[src/rtl/s_mem_arbiter_if.sv]
// Bundle between the three S-memory requesters, the arbiter and the shared 256x8 RAM port.
// The arbiter takes the slave side; the requesters and the RAM model drive the master side.
interface s_mem_arbiter_if;
  logic [2:0]  req;
  logic [2:0]  we;
  logic [23:0] addr;
  logic [23:0] wdata;
  logic [2:0]  gnt;
  logic [7:0]  rdata;
  logic [2:0]  rvalid;
  logic        busy;
  logic [7:0]  mem_address;
  logic [7:0]  mem_data;
  logic        mem_wren;
  logic [7:0]  mem_q;

  modport slave (
    input  req, we, addr, wdata, mem_q,
    output gnt, rdata, rvalid, busy, mem_address, mem_data, mem_wren
  );

  modport master (
    output req, we, addr, wdata, mem_q,
    input  gnt, rdata, rvalid, busy, mem_address, mem_data, mem_wren
  );
endinterface

[src/rtl/s_mem_arbiter.sv]
// Three-way arbiter for the single S-memory port with a tagged read-return pipeline.
// Define S_ARB_ROUND_ROBIN_EN for round-robin arbitration; fixed priority (0 > 1 > 2) otherwise.
module s_mem_arbiter #(
  parameter int READ_LAT = 1
) (
  input  logic          clk,
  input  logic          reset,
  s_mem_arbiter_if.slave bus
);

  localparam logic [0:0] IDLE    = 1'b0;
  localparam logic [0:0] GRANTED = 1'b1;

  logic [0:0] state_q, state_d;
  logic [1:0] owner_q, owner_d;
  logic [2:0] gnt_q, gnt_d;

  logic       sel_vld;
  logic [1:0] sel_idx;

  logic [7:0] own_addr, own_wdata;
  logic       own_we;
  logic       rd_push;

  logic [READ_LAT:1]       vld_pipe_q, vld_pipe_d;
  logic [READ_LAT:1][1:0]  tag_pipe_q, tag_pipe_d;

  always_comb begin
    own_addr  = bus.addr[7:0];
    own_wdata = bus.wdata[7:0];
    own_we    = bus.we[0];
    case (owner_q)
      2'd1: begin
        own_addr  = bus.addr[15:8];
        own_wdata = bus.wdata[15:8];
        own_we    = bus.we[1];
      end
      2'd2: begin
        own_addr  = bus.addr[23:16];
        own_wdata = bus.wdata[23:16];
        own_we    = bus.we[2];
      end
      default: ;
    endcase
  end

`ifdef S_ARB_ROUND_ROBIN_EN
  logic [1:0] last_owner_q, last_owner_d;
  logic [1:0] rr_start, rr_cand;

  function automatic logic [1:0] rr_idx(input logic [1:0] start, input logic [1:0] ofs);
    logic [2:0] s;
    s = {1'b0, start} + {1'b0, ofs};
    if (s >= 3'd3) s = s - 3'd3;
    return s[1:0];
  endfunction

  // Walk from lowest to highest precedence so the nearest requester after last_owner wins.
  always_comb begin
    rr_start = (last_owner_q == 2'd2) ? 2'd0 : last_owner_q + 2'd1;
    sel_vld  = 1'b0;
    sel_idx  = 2'd0;
    rr_cand  = 2'd0;
    for (int i = 2; i >= 0; i--) begin
      rr_cand = rr_idx(rr_start, 2'(i));
      if (bus.req[rr_cand]) begin
        sel_vld = 1'b1;
        sel_idx = rr_cand;
      end
    end
  end

  always_comb begin
    last_owner_d = last_owner_q;
    if (state_q == IDLE && sel_vld) last_owner_d = sel_idx;
  end

  always_ff @(posedge clk) begin
    if (reset) last_owner_q <= 2'd2;
    else       last_owner_q <= last_owner_d;
  end
`else
  always_comb begin
    sel_vld = |bus.req;
    sel_idx = 2'd2;
    if (bus.req[1]) sel_idx = 2'd1;
    if (bus.req[0]) sel_idx = 2'd0;
  end
`endif

  // Grant stays locked while the owner holds req so read-modify-write swaps are atomic.
  always_comb begin
    state_d = state_q;
    owner_d = owner_q;
    gnt_d   = gnt_q;
    case (state_q)
      IDLE: begin
        if (sel_vld) begin
          state_d = GRANTED;
          owner_d = sel_idx;
          gnt_d   = 3'b001 << sel_idx;
        end
      end
      GRANTED: begin
        if (!bus.req[owner_q]) begin
          state_d = IDLE;
          gnt_d   = 3'b000;
        end
      end
      default: begin
        state_d = IDLE;
        gnt_d   = 3'b000;
      end
    endcase
  end

  // Every granted non-write cycle is a read; its tag rides along to the RAM's return cycle.
  assign rd_push = (state_q == GRANTED) && !own_we;

  always_comb begin
    vld_pipe_d    = '0;
    tag_pipe_d    = '0;
    vld_pipe_d[1] = rd_push;
    tag_pipe_d[1] = owner_q;
    for (int k = 2; k <= READ_LAT; k++) begin
      vld_pipe_d[k] = vld_pipe_q[k-1];
      tag_pipe_d[k] = tag_pipe_q[k-1];
    end
  end

  always_ff @(posedge clk) begin
    if (reset) begin
      state_q    <= IDLE;
      owner_q    <= 2'd0;
      gnt_q      <= 3'b000;
      vld_pipe_q <= '0;
      tag_pipe_q <= '0;
    end else begin
      state_q    <= state_d;
      owner_q    <= owner_d;
      gnt_q      <= gnt_d;
      vld_pipe_q <= vld_pipe_d;
      tag_pipe_q <= tag_pipe_d;
    end
  end

  assign bus.gnt         = gnt_q;
  assign bus.busy        = |gnt_q;
  assign bus.mem_wren    = (state_q == GRANTED) && own_we;
  assign bus.mem_address = (state_q == GRANTED) ? own_addr  : 8'd0;
  assign bus.mem_data    = (state_q == GRANTED) ? own_wdata : 8'd0;
  assign bus.rvalid      = vld_pipe_q[READ_LAT] ? (3'b001 << tag_pipe_q[READ_LAT]) : 3'b000;
  assign bus.rdata       = bus.mem_q;

  a_gnt_onehot:    assert property (@(posedge clk) disable iff (reset) $onehot0(bus.gnt));
  a_rvalid_onehot: assert property (@(posedge clk) disable iff (reset) $onehot0(bus.rvalid));

endmodule

[src/flat_wrapper.sv]
// flat-port wrapper written by rule: the top's interface ports become plain ports
module s_mem_arbiter_flat 
#(
  parameter int READ_LAT = 1
)
  (clk, reset, bus_req, bus_we, bus_addr, bus_wdata, bus_mem_q, bus_gnt, bus_rdata, bus_rvalid, bus_busy, bus_mem_address, bus_mem_data, bus_mem_wren);
  s_mem_arbiter_if bus_i ();
  input  logic clk;
  input  logic reset;
  input wire logic [$bits(bus_i.req)-1:0] bus_req;
  input wire logic [$bits(bus_i.we)-1:0] bus_we;
  input wire logic [$bits(bus_i.addr)-1:0] bus_addr;
  input wire logic [$bits(bus_i.wdata)-1:0] bus_wdata;
  input wire logic [$bits(bus_i.mem_q)-1:0] bus_mem_q;
  output wire logic [$bits(bus_i.gnt)-1:0] bus_gnt;
  output wire logic [$bits(bus_i.rdata)-1:0] bus_rdata;
  output wire logic [$bits(bus_i.rvalid)-1:0] bus_rvalid;
  output wire logic [$bits(bus_i.busy)-1:0] bus_busy;
  output wire logic [$bits(bus_i.mem_address)-1:0] bus_mem_address;
  output wire logic [$bits(bus_i.mem_data)-1:0] bus_mem_data;
  output wire logic [$bits(bus_i.mem_wren)-1:0] bus_mem_wren;
  assign bus_i.req = bus_req;
  assign bus_i.we = bus_we;
  assign bus_i.addr = bus_addr;
  assign bus_i.wdata = bus_wdata;
  assign bus_i.mem_q = bus_mem_q;
  assign bus_gnt = bus_i.gnt;
  assign bus_rdata = bus_i.rdata;
  assign bus_rvalid = bus_i.rvalid;
  assign bus_busy = bus_i.busy;
  assign bus_mem_address = bus_i.mem_address;
  assign bus_mem_data = bus_i.mem_data;
  assign bus_mem_wren = bus_i.mem_wren;
  s_mem_arbiter #(.READ_LAT(READ_LAT)) u_core (.clk(clk), .reset(reset), .bus(bus_i));
endmodule
[config.mk]
export PLATFORM = sky130hd
export DESIGN_NAME = s_mem_arbiter_flat
export DESIGN_NICKNAME = d
export VERILOG_FILES = /design/src/rtl/s_mem_arbiter_if.sv /design/src/rtl/s_mem_arbiter.sv /design/src/flat_wrapper.sv
export SDC_FILE = /design/constraint.sdc
export NUM_CORES = 1
export LEC_CHECK = 0
export ABC_AREA = 1
export CAP_MARGIN = 10
export CORE_MARGIN = 2
export CORE_UTILIZATION = 25
export DETAILED_ROUTE_END_ITERATION = 10
export PLACE_DENSITY = 0.77
export SLEW_MARGIN = 20
export SYNTH_ARGS = -nofsm -noshare
export SYNTH_HDL_FRONTEND = slang
export SYNTH_SLANG_ARGS = --single-unit
[constraint.sdc]
create_clock -name clk -period 1.4 [get_ports clk]
set_input_delay 0.21 -clock clk [delete_from_list [all_inputs] [get_ports clk]]
set_output_delay 0.21 -clock clk [all_outputs]
set_load 0.005 [all_outputs]
==> metrics.md <==
| Metric | Value |
|---|---|
| Slowest cell on crit path | dfxtp_2 |
| Final Cycle Share | 1.23 |
| Flop pwr share | 0.267 |
| Clock Tree Buf Depth | 2 |
| CP endpoint kind | primary output |
| CTS H-tree lvls | 1 |
| Setup TNS | -4.69 ns |
| Final Skew | ~0.0042 ns |
| Yosys top cell by area | a21oi_1 |
| Crit path largest cell delay | 0.33 ns |
| Fmax | 581 MHz |
| Min-delay src | bus_mem_q[4] |
| Die W | 62.4 µm |
| DR pass1 iterations | 4 |
| Total routed wirelength | 3.51 mm |
| Worst-margin pin slew | 0.175 ns |
| Outcome | finished with violations |
| Cells after Synth | between 100 and 150 |
| Largest net degree at the start of global routing | 16 |
| Mapped Area | 853 µm² |
| Net Count, Synth | 206 |
| Netlist cell types | 20 |
| Cts bufs inserted | 3 |
| Antenna violations before repair | 0 |
| Hpwl dp | ~2.6 mm |
| Kind of critical path | register to primary output |
| Clock sinks | 9 |
| Initial Util | 0.258 |
| FF-to-FF setup slack | 0.20 ns |
| GRT Total Usage | 0.177 |
| Via Count | 1265 |
| Worst VDD drop | 0.472 mV |
| Diode count | 0 |
| Hold crit path type | primary input to primary output |
| Clock share of power | 0.198 |
| First-pass GRT wire length | 5.66 mm |
| I/O pin count | 96 |
| CP required | around 1.2 ns |
| Internal power | ~700 µW |
| Total chip power | 1.04 mW |
| Setup violators final | 17 |
| Buffers & Inverters on Critical Path | 4 |
| Number of global-route vias before repair | 1217 |
| Root Driver | clkbuf_4 |
| Synth top area share | 0.211 |
| Synth-to-Final Area Change | 119% |
| Die height | 62.4 µm |
| Max cap viols | 0 |
| Sw frac | 0.327 |
| Fin worst setup slack | -0.321 ns |
| Top post-synthesis cells by area | a21oi_1 (21%), dfxtp_1 (21%), nand2_1 (13%) |
| Startpoint types | register |
| CTS tree | built |
| Synth Register Bits | 9 |
| Gp weighted congestion | between 0.8 and 0.9 |
| Syn Area/Cell | a little over 6 µm² |
| Failing checks | setup timing |
| Reg clk slew, reported paths | 0.06 ns |
| Hold depth | 0 |
| Cell family with most CP delay | buffers and inverters |
| Net Switching | ~340 µW |
| Die area | 0.00390 mm² |
| Register area share after synthesis | 0.211 |
| Remaining global-route overflow | 0 |
| PortBufs | 79 |
| Hold Violations, Final | 0 |
| Row cnt | 21 |
| Worst R2R Start | u_core.owner_q[0] |
| Static leakage | ~0.8 nW |
| Drt wl/cell | 12.7 µm |
| Final slew viol count | 0 |
| Initial DRC count | 57 |
| Final min period | 1.72 ns |
| R2R Path End | u_core.vld_pipe_q |
| Post-route DRC | 0 |
| Nets@finish | 297 |
| Crit-path cells | inv_2, ha_4, buf_6, buf_6, a21oi_2, a21oi_2, buf_2 |
| Core Area | between 0.003 and 0.004 mm² |
| RSZ-0062 raised after global routing | true |
| PD cells | approximately 560 mW/mm² |
| CP arrival | 1.51 ns |
| Antenna-violating nets left | 0 |
| CP max FO | 4 |
| Ys Warns | 0 |
| Comb pwr share | 0.535 |
| Layout cells sized above 1 | 0.352 |
| Slew Limit Headroom | 0.883 |
| Drt via density | 4.58 |
| R2R cell count | 7 |
| Clk Latency, worst-skew pair | 0.26 ns |
| Hold EP | bus_rdata[4] |
how the worst max path moves through the flow:
stage	from	end	slack [ns]	cells after the start
floorplan	u_core.owner_q[0]	bus_mem_address[0]	0.01	7
finish	u_core.owner_q[0]	bus_mem_data[4]	-0.32	7
detailed placement	u_core.owner_q[0]	bus_mem_data[4]	-0.49	6
CTS	u_core.owner_q[0]	bus_mem_address[6]	-0.32	7
global route	u_core.owner_q[0]	bus_mem_data[7]	-0.40	7
global placement	u_core.owner_q[0]	bus_mem_data[4]	-0.41	6
cell usage after synthesis, drive strengths merged:
library cell,instances
nor3,1
nor3b,1
dfxtp,9
a21oi,36
nand4,2
or3,1
o21ai,18
nor2,6
nand2,31
inv,10
nand3,6
buf,17
ha,2
sequential cells by signal, summed over array words and instances, names as in the netlist:
register and flops:
u_core.owner_q 2, u_core.vld_pipe_q 1, u_core.tag_pipe_q 2, u_core.bus.gnt 3, u_core.state_q 1
kinds of logic after synthesis:
kind of cell / Yosys count / synth area share
and+or+nand+nor: 48 / 0.246
adders and majority gates: 2 / 0.0293
AOI/OAI and AO/OA: 54 / 0.317
buffers and inverters: 27 / 0.196
DFF: 9 / 0.211
layer usage:
| layer | up-vias | wire, µm | global-route usage |
|---|---|---|---|
| met4 | 0 | 29 | 0.0444 |
| met5 | - | 0 | 0 |
| met2 | 56 | 1760 | 0.323 |
| li1 | 649 | - | - |
| met3 | 6 | 232 | 0.0324 |
| met1 | 554 | 1490 | 0.212 |
cells in the final DEF (no fill, tap or decap), types with 2 or more instances in the layout:
master and count:
clkdlybuf4s50_1 57, nand2_1 29, a21oi_1 26, buf_2 17, buf_4 15, o21ai_2 13, a21oi_2 10, inv_1 8
nor2_1 6, buf_6 5, dfxtp_1 5, nand3_1 4, dfxtp_2 4, o21ai_1 3, clkbuf_4 3, dlygate4sd2_1 3
inv_8 2, nand3_2 2, nand2_2 2, nand4_1 2, ha_4 2
area by class of cell:
type	instances	area (µm²)
timing repair buffer	101	903
inverter	10	45.0
clock buffer	4	26.3
sequential	9	185
timing repair inverter	2	18.8
multi-input combinational	104	633
tap	46	57.6
fill	320	1440
power by group through the flow:
| stage | clock [mW] | sequential, mW | combinational, mW |
|---|---|---|---|
| 6_report | 0.207 | 0.278 | 0.558 |
| 5_1_grt | 0.220 | 0.281 | 0.602 |
| 4_1_cts | 0.213 | 0.279 | 0.539 |
| 3_5_place_dp | 0 | 0.283 | 0.494 |
| 3_3_place_gp | 0 | 0.283 | 0.487 |
| 2_1_floorplan | 0 | 0.283 | 0.190 |
metrics by stage:
step                       util  std cells  area, µm²  worst slack, ns  hold slack (ns)
final                     0.565        276       1870           -0.321            0.420
after global routing      0.565        276       1870           -0.401            0.420
after CTS                 0.554        276       1830           -0.315            0.420
after detailed placement  0.518        265       1720           -0.488            0.420
after global placement    0.518        265       1720           -0.407            0.420
after floorplan               -        140        855           0.0121            0.279
what timing repair did:
action / 4_1_cts / 5_1_grt
endpoints found under the hold margin: 0 / 0
setup buffers: 4 / 0
gates resized for setup: 116 / 16
pin swaps: 8 / 9
cloned: 3 / 0
setup endpoints to repair: 22 / 19
hold buffers: 0 / 0
Note: power is estimated with default switching activity, not from simulation.
